<file path="config.mk">
export PLATFORM = sky130hd
export DESIGN_NAME = ir_hdng_fuse
export DESIGN_NICKNAME = d
export VERILOG_FILES = /design/src/rtl/ir_hdng_fuse.sv
export SDC_FILE = /design/constraint.sdc
export NUM_CORES = 1
export LEC_CHECK = 0
export CAP_MARGIN = 0
export CELL_PAD_IN_SITES_DETAIL_PLACEMENT = 1
export CELL_PAD_IN_SITES_GLOBAL_PLACEMENT = 2
export CORE_MARGIN = 1.5
export CORE_UTILIZATION = 37
export CTS_CLUSTER_SIZE = 40
export DETAILED_ROUTE_END_ITERATION = 7
export GPL_TIMING_DRIVEN = 0
export PLACE_DENSITY = 0.83
export SYNTH_ARGS = -nofsm -noshare
export SYNTH_HDL_FRONTEND = slang
export SYNTH_SLANG_ARGS = --single-unit
</file>
<file path="constraint.sdc">
create_clock -name clk -period 3.15 [get_ports clk]
set_input_delay 0.63 -clock clk [delete_from_list [all_inputs] [get_ports clk]]
set_output_delay 0.63 -clock clk [all_outputs]
set_load 0.1 [all_outputs]
</file>
<file path="src/rtl/ir_hdng_fuse.sv">
// IR heading fusion: box-car averages left/right IR per window, debounces wall-open
// flags and applies a per-window signed correction to the commanded heading.
// Optional IR_CLAMP_EN: saturate the correction to +/-MAX_ADJ and the output sum to the heading range.
module ir_hdng_fuse #(
  parameter int unsigned IR_W = 12,
  parameter int unsigned HDNG_W = 12,
  parameter int unsigned DTRM_W = 9,
  parameter int unsigned AVG_LOG2 = 2,
  parameter int unsigned OPN_DEB = 3,
  parameter logic [IR_W-1:0] NOM_IR = 12'h900,
  parameter logic [HDNG_W-1:0] MAX_ADJ = 12'h0C0
) (
  input  logic                     clk,
  input  logic                     rst_n,
  input  logic                     smpl,
  input  logic [IR_W-1:0]          lft_IR,
  input  logic [IR_W-1:0]          rght_IR,
  input  logic                     lft_opn,
  input  logic                     rght_opn,
  input  logic signed [DTRM_W-1:0] IR_Dtrm,
  input  logic                     en_fusion,
  input  logic signed [HDNG_W-1:0] dsrd_hdng,
  output logic signed [HDNG_W-1:0] dsrd_hdng_adj,
  output logic                     adj_vld,
  output logic                     lft_opn_db,
  output logic                     rght_opn_db
);

  localparam int unsigned ACC_W = IR_W + AVG_LOG2;
  localparam int unsigned ERR_W = IR_W + 1;
  localparam int unsigned CW    = HDNG_W + 1;
  localparam int unsigned DEB_W = 3;

`ifdef IR_CLAMP_EN
  localparam bit CLAMP_EN = 1'b1;
`else
  localparam bit CLAMP_EN = 1'b0;
`endif

  localparam logic signed [ERR_W-1:0]  NOM_S = {1'b0, NOM_IR};
  localparam logic signed [CW-1:0]     MAX_P = {1'b0, MAX_ADJ};
  localparam logic signed [CW-1:0]     MAX_N = -MAX_P;
  localparam logic signed [HDNG_W-1:0] H_MAX = {1'b0, {(HDNG_W-1){1'b1}}};
  localparam logic signed [HDNG_W-1:0] H_MIN = {1'b1, {(HDNG_W-1){1'b0}}};

  typedef enum logic [1:0] {S_ACC = 2'd0, S_CALC = 2'd1, S_UPD = 2'd2} state_t;

  state_t state_q, state_d;
  logic   pending_q, pending_d;

  logic [ACC_W-1:0]    lft_acc, rght_acc, lft_sum, rght_sum;
  logic [AVG_LOG2-1:0] cnt;
  logic [IR_W-1:0]     lft_avg, rght_avg;
  logic                lft_flg, rght_flg;
  logic                win_done, win_go;

  logic [DEB_W-1:0] lft_dcnt, rght_dcnt, lft_dcnt_nx, rght_dcnt_nx;
  logic             lft_db_nx, rght_db_nx;

  logic signed [ERR_W-1:0]  lft_s, rght_s, err, err_d;
  logic signed [CW-1:0]     err_x, trm_x, corr_sum, corr_full, hsum;
  logic signed [HDNG_W-1:0] corr, corr_d, adj_d, hsat;

  // One debounce step: returns {next flag, next disagreement count}
  function automatic logic [DEB_W:0] deb_step(input logic raw, input logic db,
                                              input logic [DEB_W-1:0] dcnt);
    logic [DEB_W-1:0] inc;
    inc = dcnt + DEB_W'(1);
    if (raw == db)                  return {db, DEB_W'(0)};
    else if (inc == DEB_W'(OPN_DEB)) return {~db, DEB_W'(0)};
    else                            return {db, inc};
  endfunction

  always_comb begin
    lft_db_nx    = lft_opn_db;
    lft_dcnt_nx  = lft_dcnt;
    rght_db_nx   = rght_opn_db;
    rght_dcnt_nx = rght_dcnt;
    if (smpl) begin
      {lft_db_nx, lft_dcnt_nx}   = deb_step(lft_opn, lft_opn_db, lft_dcnt);
      {rght_db_nx, rght_dcnt_nx} = deb_step(rght_opn, rght_opn_db, rght_dcnt);
    end
  end

  // Debouncers run regardless of en_fusion
  always_ff @(posedge clk or negedge rst_n) begin
    if (!rst_n) begin
      lft_opn_db  <= 1'b0;
      rght_opn_db <= 1'b0;
      lft_dcnt    <= '0;
      rght_dcnt   <= '0;
    end else begin
      lft_opn_db  <= lft_db_nx;
      rght_opn_db <= rght_db_nx;
      lft_dcnt    <= lft_dcnt_nx;
      rght_dcnt   <= rght_dcnt_nx;
    end
  end

  assign lft_sum  = lft_acc + ACC_W'(lft_IR);
  assign rght_sum = rght_acc + ACC_W'(rght_IR);
  assign win_done = smpl && (cnt == {AVG_LOG2{1'b1}});
  assign win_go   = win_done && en_fusion;

  // Window accumulation; the completing sample is folded into the latched average
  always_ff @(posedge clk or negedge rst_n) begin
    if (!rst_n) begin
      lft_acc  <= '0;
      rght_acc <= '0;
      cnt      <= '0;
      lft_avg  <= '0;
      rght_avg <= '0;
      lft_flg  <= 1'b0;
      rght_flg <= 1'b0;
    end else if (!en_fusion) begin
      lft_acc  <= '0;
      rght_acc <= '0;
      cnt      <= '0;
    end else if (smpl) begin
      if (win_done) begin
        lft_acc  <= '0;
        rght_acc <= '0;
        cnt      <= '0;
        lft_avg  <= IR_W'(lft_sum >> AVG_LOG2);
        rght_avg <= IR_W'(rght_sum >> AVG_LOG2);
        lft_flg  <= lft_db_nx;
        rght_flg <= rght_db_nx;
      end else begin
        lft_acc  <= lft_sum;
        rght_acc <= rght_sum;
        cnt      <= cnt + AVG_LOG2'(1);
      end
    end
  end

  always_ff @(posedge clk or negedge rst_n) begin
    if (!rst_n) begin
      state_q   <= S_ACC;
      pending_q <= 1'b0;
    end else begin
      state_q   <= state_d;
      pending_q <= pending_d;
    end
  end

  // A window finishing mid-pipeline is held one-deep and restarts CALC from UPD
  always_comb begin
    state_d   = state_q;
    pending_d = pending_q;
    if (!en_fusion) begin
      state_d   = S_ACC;
      pending_d = 1'b0;
    end else begin
      case (state_q)
        S_ACC: begin
          if (win_go || pending_q) begin
            state_d   = S_CALC;
            pending_d = 1'b0;
          end
        end
        S_CALC: begin
          state_d = S_UPD;
          if (win_go) pending_d = 1'b1;
        end
        S_UPD: begin
          if (win_go || pending_q) begin
            state_d   = S_CALC;
            pending_d = 1'b0;
          end else begin
            state_d = S_ACC;
          end
        end
        default: state_d = S_ACC;
      endcase
    end
  end

  // Wall-relative error from the latched window averages
  always_comb begin
    lft_s  = {1'b0, lft_avg};
    rght_s = {1'b0, rght_avg};
    case ({lft_flg, rght_flg})
      2'b11:   err_d = '0;
      2'b10:   err_d = NOM_S - rght_s;
      2'b01:   err_d = lft_s - NOM_S;
      default: err_d = (lft_s - rght_s) >>> 1;
    endcase
  end

  always_comb begin
    err_x     = CW'(err >>> 5);
    trm_x     = CW'(IR_Dtrm);
    corr_sum  = err_x + (trm_x <<< 2);
    corr_full = corr_sum >>> 1;
    corr_d    = HDNG_W'(corr_full);
    if (CLAMP_EN) begin
      if (corr_full > MAX_P)      corr_d = HDNG_W'(MAX_P);
      else if (corr_full < MAX_N) corr_d = HDNG_W'(MAX_N);
    end
  end

  // Heading sum: wraps by default, saturates to the signed range when clamped
  always_comb begin
    hsum = CW'(dsrd_hdng) + CW'(corr);
    hsat = HDNG_W'(hsum);
    if (hsum[CW-1] != hsum[CW-2]) hsat = hsum[CW-1] ? H_MIN : H_MAX;
    adj_d = CLAMP_EN ? hsat : (dsrd_hdng + corr);
  end

  always_ff @(posedge clk or negedge rst_n) begin
    if (!rst_n) begin
      err           <= '0;
      corr          <= '0;
      adj_vld       <= 1'b0;
      dsrd_hdng_adj <= '0;
    end else begin
      if (state_q == S_CALC) err <= err_d;
      if (!en_fusion)             corr <= '0;
      else if (state_q == S_UPD)  corr <= corr_d;
      adj_vld       <= en_fusion && (state_q == S_UPD);
      dsrd_hdng_adj <= en_fusion ? adj_d : dsrd_hdng;
    end
  end

endmodule
</file>
==> Word level (Yosys, flattened, before mapping) <==
Cells that the tools add are included.
Widths: inputs -> output; s select.
{ "word_totals": {"mem_count": 0, "ram_bits": 0, "latchBits": 0, "reg_bits": 105, "wordCells": 80, "rom_bits": 0, "inputBits": 51, "out_inout_bits": 15} }
{ "op_classes": {"magnitude_cmp": 0, "div_mod_pow": 0, "shift": 0, "n_eq_ne": 16, "n_mux": 27, "bitwise_logic": 2, "add_sub_neg": 10, "reduce_logical": 8, "mul": 0} }
{ "op_table": {"columns": ["op", "n"], "rows": [
  ["$mux 14", 6],
  ["$pmux 13 s3", 1],
  ["$mux 12", 3],
  ["$add 14x12->14", 2],
  ["$mux 4", 4],
  ["$sub 12x12->13", 1],
  ["$sub 12x12->13 const A", 1],
  ["$sub 12x12->13 const B", 1],
  ["$add 12x12->12", 1],
  ["$add 8x11->12", 1],
  ["$mux 2", 5],
  ["$eq 2x2->1 const B", 4],
  ["$add 3x1->3 const B", 2],
  ["$eq 3x2->1 const B", 2],
  ["$mux 1", 6],
  ["$ne 3x2->1 const B", 2],
  ["$ne 3x3->1 const B", 2],
  ["$pmux 2 s3", 1],
  ["$reduce_and 3->1", 2],
  ["$eq 2x1->1 const B", 2],
  ["$logic_and 1x1->1", 3],
  ["$add 2x1->2 const B", 1],
  ["$eq 1x1->1", 2],
  ["$logic_not 2->1", 1],
  ["6 further kinds", 7]
]} }

==> Depth between registers and ports, before layout <==
{ "logic_depth": {"depth_word": 7, "ltp_mapped": 9, "depth_no_buf": 9} }

==> Least setup slack after synthesis <==
No wires, ideal clock.
{ "synth_path": {"path_type": "input to register", "start": "in rght_IR[0]", "end": "reg rght_acc[10]", "path_slack_ns": 0.439, "t_required_ns": 3.028, "cell_stages": 8, "setup_time_ns": 0.122, "arrival_ns": 2.589, "cell_sequence": "ha_1 fa_1 a211o_1 a2111oi_4 nor3_2 a2111oi_2 xor2_1 o21ai_1"} }
{ "synth_via": {"elab_chain_cells": 4} }
{ "synth_rtl": {"columns": ["element", "line_no", "source"], "rows": [
  ["from (decl)", "17", "input logic [IR_W-1:0] rght_IR,"],
  ["$add 14x12->14", "101", "assign rght_sum = rght_acc + ACC_W'(rght_IR);"],
  ["$mux 14", "120", "if (win_done) begin"],
  ["$mux 14", "119", "end else if (smpl) begin"],
  ["$mux 14", "115", "end else if (!en_fusion) begin"],
  ["to (signal assigned)", "130", "rght_acc <= rght_sum;"],
  ["to (decl)", "51", "logic [ACC_W-1:0] lft_acc, rght_acc, lft_sum, rght_sum;"]
]} }
Every way passes these cells. The select of a mux whose other input is x is not followed.
A chain may end at the register's enable or synchronous reset.

==> Worst setup path after layout <==
{ "layout_path": {"start": "in lft_IR[0]", "end": "reg lft_avg[8]"} }
{ "layout_via": {"elab_chain_cells": 1} }
{ "layout_rtl": {"columns": ["element", "line_no", "source"], "rows": [
  ["from (decl)", "16", "input logic [IR_W-1:0] lft_IR,"],
  ["$add 14x12->14", "100", "assign lft_sum = lft_acc + ACC_W'(lft_IR);"],
  ["to (signal assigned)", "124", "lft_avg <= IR_W'(lft_sum >> AVG_LOG2);"],
  ["to (decl)", "53", "logic [IR_W-1:0] lft_avg, rght_avg;"]
]} }
Every way passes these cells.

==> flow_metrics.tcl <==
set metrics [dict create \
    synth_edf_count 0 \
    hold_violations 0 \
    period_share 0.965 \
    route.vias.total 5338 \
    p_sw_frac 0.389 \
    powerDensity_nw_per_um2 604 \
    place.gp.congestion 0.828 \
    overflow 0 \
    cts_tree "built" \
    drive_gt1_frac 0.0862 \
    cts_sinks 98 \
    stdcell_count 991 \
    yosys_warnings 0 \
    synth_cells 684 \
    ant_nets 0 \
    p_sw_mw 1.83 \
    fin_skew_ns 0.00600 \
    multiInputGateArea_sq_um 3850 \
    rsz0062_at_grt "no" \
    path_max_fanout 3 \
    drc 0 \
    dp_hpwl_mm 13.2 \
    rows 48 \
    htree_levels 3 \
    yosysSeqAreaShare 0.374 \
    timing.rr.end "lft_avg[8]" \
    start_util 0.379 \
    outcome "finished clean" \
    clk_path_buf_depth 2 \
    setup_viol 0 \
    start_kind "primary input" \
    clock_latency_ns 0.35 \
    hold_class "primary input to asynchronous set/reset pin" \
    met1_usage 0.225 \
    synthFlopType "dfrtp_1" \
    cts_hold_buffers 0 \
    finalMaxSlewViolations 0 \
    intPower_mw 2.87 \
    cp-end-kind "flop" \
    maxCapViolations 0 \
    r2r_start "lft_acc[0]" \
    grt_pass1_wl_mm 28.3 \
    yosys_register_bits 98 \
    cts_made_buffers 9 \
    grt_busiest_layer "met2" \
    r2r_setup_slack_ns 0.43 \
    power_frac_seq 0.348 \
    combPwrFrac 0.426 \
    synthesis.area_sq_um 6550 \
    grt_usage 0.194 \
    setup.worst_path.class "primary input to flop" \
    fillCellCount 1975 \
    p_clk_frac 0.226 \
    vdd_drop_max_mv 0.359 \
    port_buffers 64 \
    worstPathArrival_ns 3.27 \
    dieWidth_um 136 \
    reg2reg_depth 8 \
    grt_max_degree 54 \
    timing.final.ws_setup_ns 0.110 \
    required_ns 3.38 \
    ioPinCount 66 \
    use_met3 0.0306 \
    die-area_sq_um 18500 \
    wirelength_mm 17.1 \
    fin_util 0.450 \
    syn_nets 800 \
    use_met2 0.370 \
    leakagePower_nw 3.58 \
    synthDistinctLibCells 70 \
    worst_slew_pin_slew_ns 1.09 \
    antenna_found_initial 0 \
    clock-root-buffer "clkbuf_16" \
    place_inst 974 \
    wl_per_cell_um 17.2 \
    fin_nets 877 \
    viasPerCell 5.39 \
    antenna_cells 0 \
    clock.fmax_mhz 329 \
    final_cell_mix "98 x dfrtp_1, 63 x clkdlybuf4s50_1, 62 x nand2_1" \
    dpl_worst_slack_ns -0.271 \
    drtIter0Drc 178 \
    layout_min_cycle_time_ns 3.04 \
    dr.pass1.iters 4 \
    ff_latch_area_sq_um 2450 \
    die_h_um 136 \
    final_common_cell "dfrtp_1" \
    grt_pass1_vias 5766 \
    synth.avg_cell_area_sq_um 9.58 \
    clk_pin_slew_ns 0.07 \
    core_area_sq_um 17300 \
    area_growth_pct 18.9 \
    timing.slew.headroom 0.271 \
    synthArstFlopShare 1.00 \
]
final cells by class:
| class | instances | area share |
|---|---|---|
| clock buffer | 12 | 0.0329 |
| buffer | 19 | 0.0124 |
| tap | 225 | 0.0361 |
| inverter | 40 | 0.0193 |
| multi-input combinational | 527 | 0.495 |
| sequential | 98 | 0.315 |
| timing repair buffer | 66 | 0.0864 |
| clock inverter | 4 | 0.00337 |
how the worst max path moves through the flow:
stage / start / to / slack, ns / cells after the start
after detailed placement: lft_IR[0] / lft_avg[8] / -0.27 / 9
after global placement: rst_n / rght_acc[7] / -2.33 / 1
after CTS: lft_IR[0] / lft_avg[8] / 0.08 / 9
after global routing: lft_IR[0] / lft_acc[10] / 0.0003 / 9
final: lft_IR[0] / lft_avg[8] / 0.11 / 9
after floorplan: rght_IR[0] / rght_acc[10] / 0.44 / 8
logic make-up after synthesis:
logic type,count (synthesis),share of synthesized area
AO/OA/AOI/OAI,201,0.210
XOR/XNOR,44,0.0588
AND/OR/NAND/NOR,189,0.144
flip-flops,98,0.374
buffers and inverters,59,0.0376
adder cells (fa/ha/maj),65,0.129
multiplexers,28,0.0472
metrics by stage:
stage / hold WS (ns) / power [mW] / TNS [ns] / cell area, sq um
3_3_place_gp: 0.469 / 3.56 / -228.02 / 7470
4_1_cts: 0.319 / 4.75 / 0 / 7780
5_1_grt: 0.343 / 5.04 / 0 / 7790
3_5_place_dp: 0.469 / 3.66 / -1.18 / 7500
2_1_floorplan: 0.334 / 3.11 / 0 / 6550
6_report: 0.302 / 4.70 / 0 / 7790
metal layers:
layer  share of wire  up-vias  routed length [um]
li1                -     2634                   -
met1            0.43     2620                7270
met2            0.53       72                9090
met3           0.030       12                 512
met4           0.011        0                 184
met5               0        -                   0
worst max-delay path, stage by stage:
cell and delay (ns):
clkdlybuf4s50_1 0.40, ha_1 0.25, fa_2 0.39, a211o_1 0.33, a2111oi_4 0.43, nor3_2 0.10
a2111oi_2 0.32, xor2_1 0.31, o21ai_1 0.10
Yosys cell counts, types with 6 or more instances:
cell type / n / area, sq um
dfrtp_1: 98 / 2450
nand2_1: 62 / 233
ha_1: 61 / 763
a21oi_1: 43 / 215
inv_1: 40 / 150
o21ai_0: 36 / 180
nor2_1: 32 / 120
xnor2_1: 29 / 254
mux2_2: 21 / 236
nand3_1: 21 / 105
o21ai_1: 21 / 105
a22o_1: 15 / 131
xor2_1: 15 / 131
a21o_1: 13 / 97.6
clkbuf_1: 13 / 48.8
nand2b_1: 12 / 75.1
nor2b_1: 11 / 68.8
a31oi_1: 10 / 62.6
or3_1: 9 / 56.3
and2_1: 7 / 43.8
and3_1: 7 / 43.8
or2_2: 7 / 43.8
a211o_1: 6 / 52.6
repair_timing:
item,CTS,global route
buffers inserted,0,1
resized for setup,0,1
setup endpoints to repair,0,2
registers in the layout, summed over array words and instances (netlist names), 2 cells and up:
| name | flops |
|---|---|
| corr | 11 |
| rght_dcnt | 3 |
| dsrd_hdng_adj | 12 |
| rght_avg | 12 |
| state_q | 2 |
| rght_acc | 14 |
| cnt | 2 |
| lft_acc | 14 |
| lft_dcnt | 3 |
| lft_avg | 12 |
| err | 7 |
power by group through the flow:
stage / logic, mW / registers, mW / clock network [mW]
2_1_floorplan: 1.32 / 1.79 / 0
3_3_place_gp: 1.91 / 1.65 / 0
3_5_place_dp: 2.00 / 1.66 / 0
4_1_cts: 2.01 / 1.64 / 1.09
5_1_grt: 2.24 / 1.67 / 1.14
6_report: 2.00 / 1.64 / 1.07
Note: power is estimated with default switching activity, not from simulation.
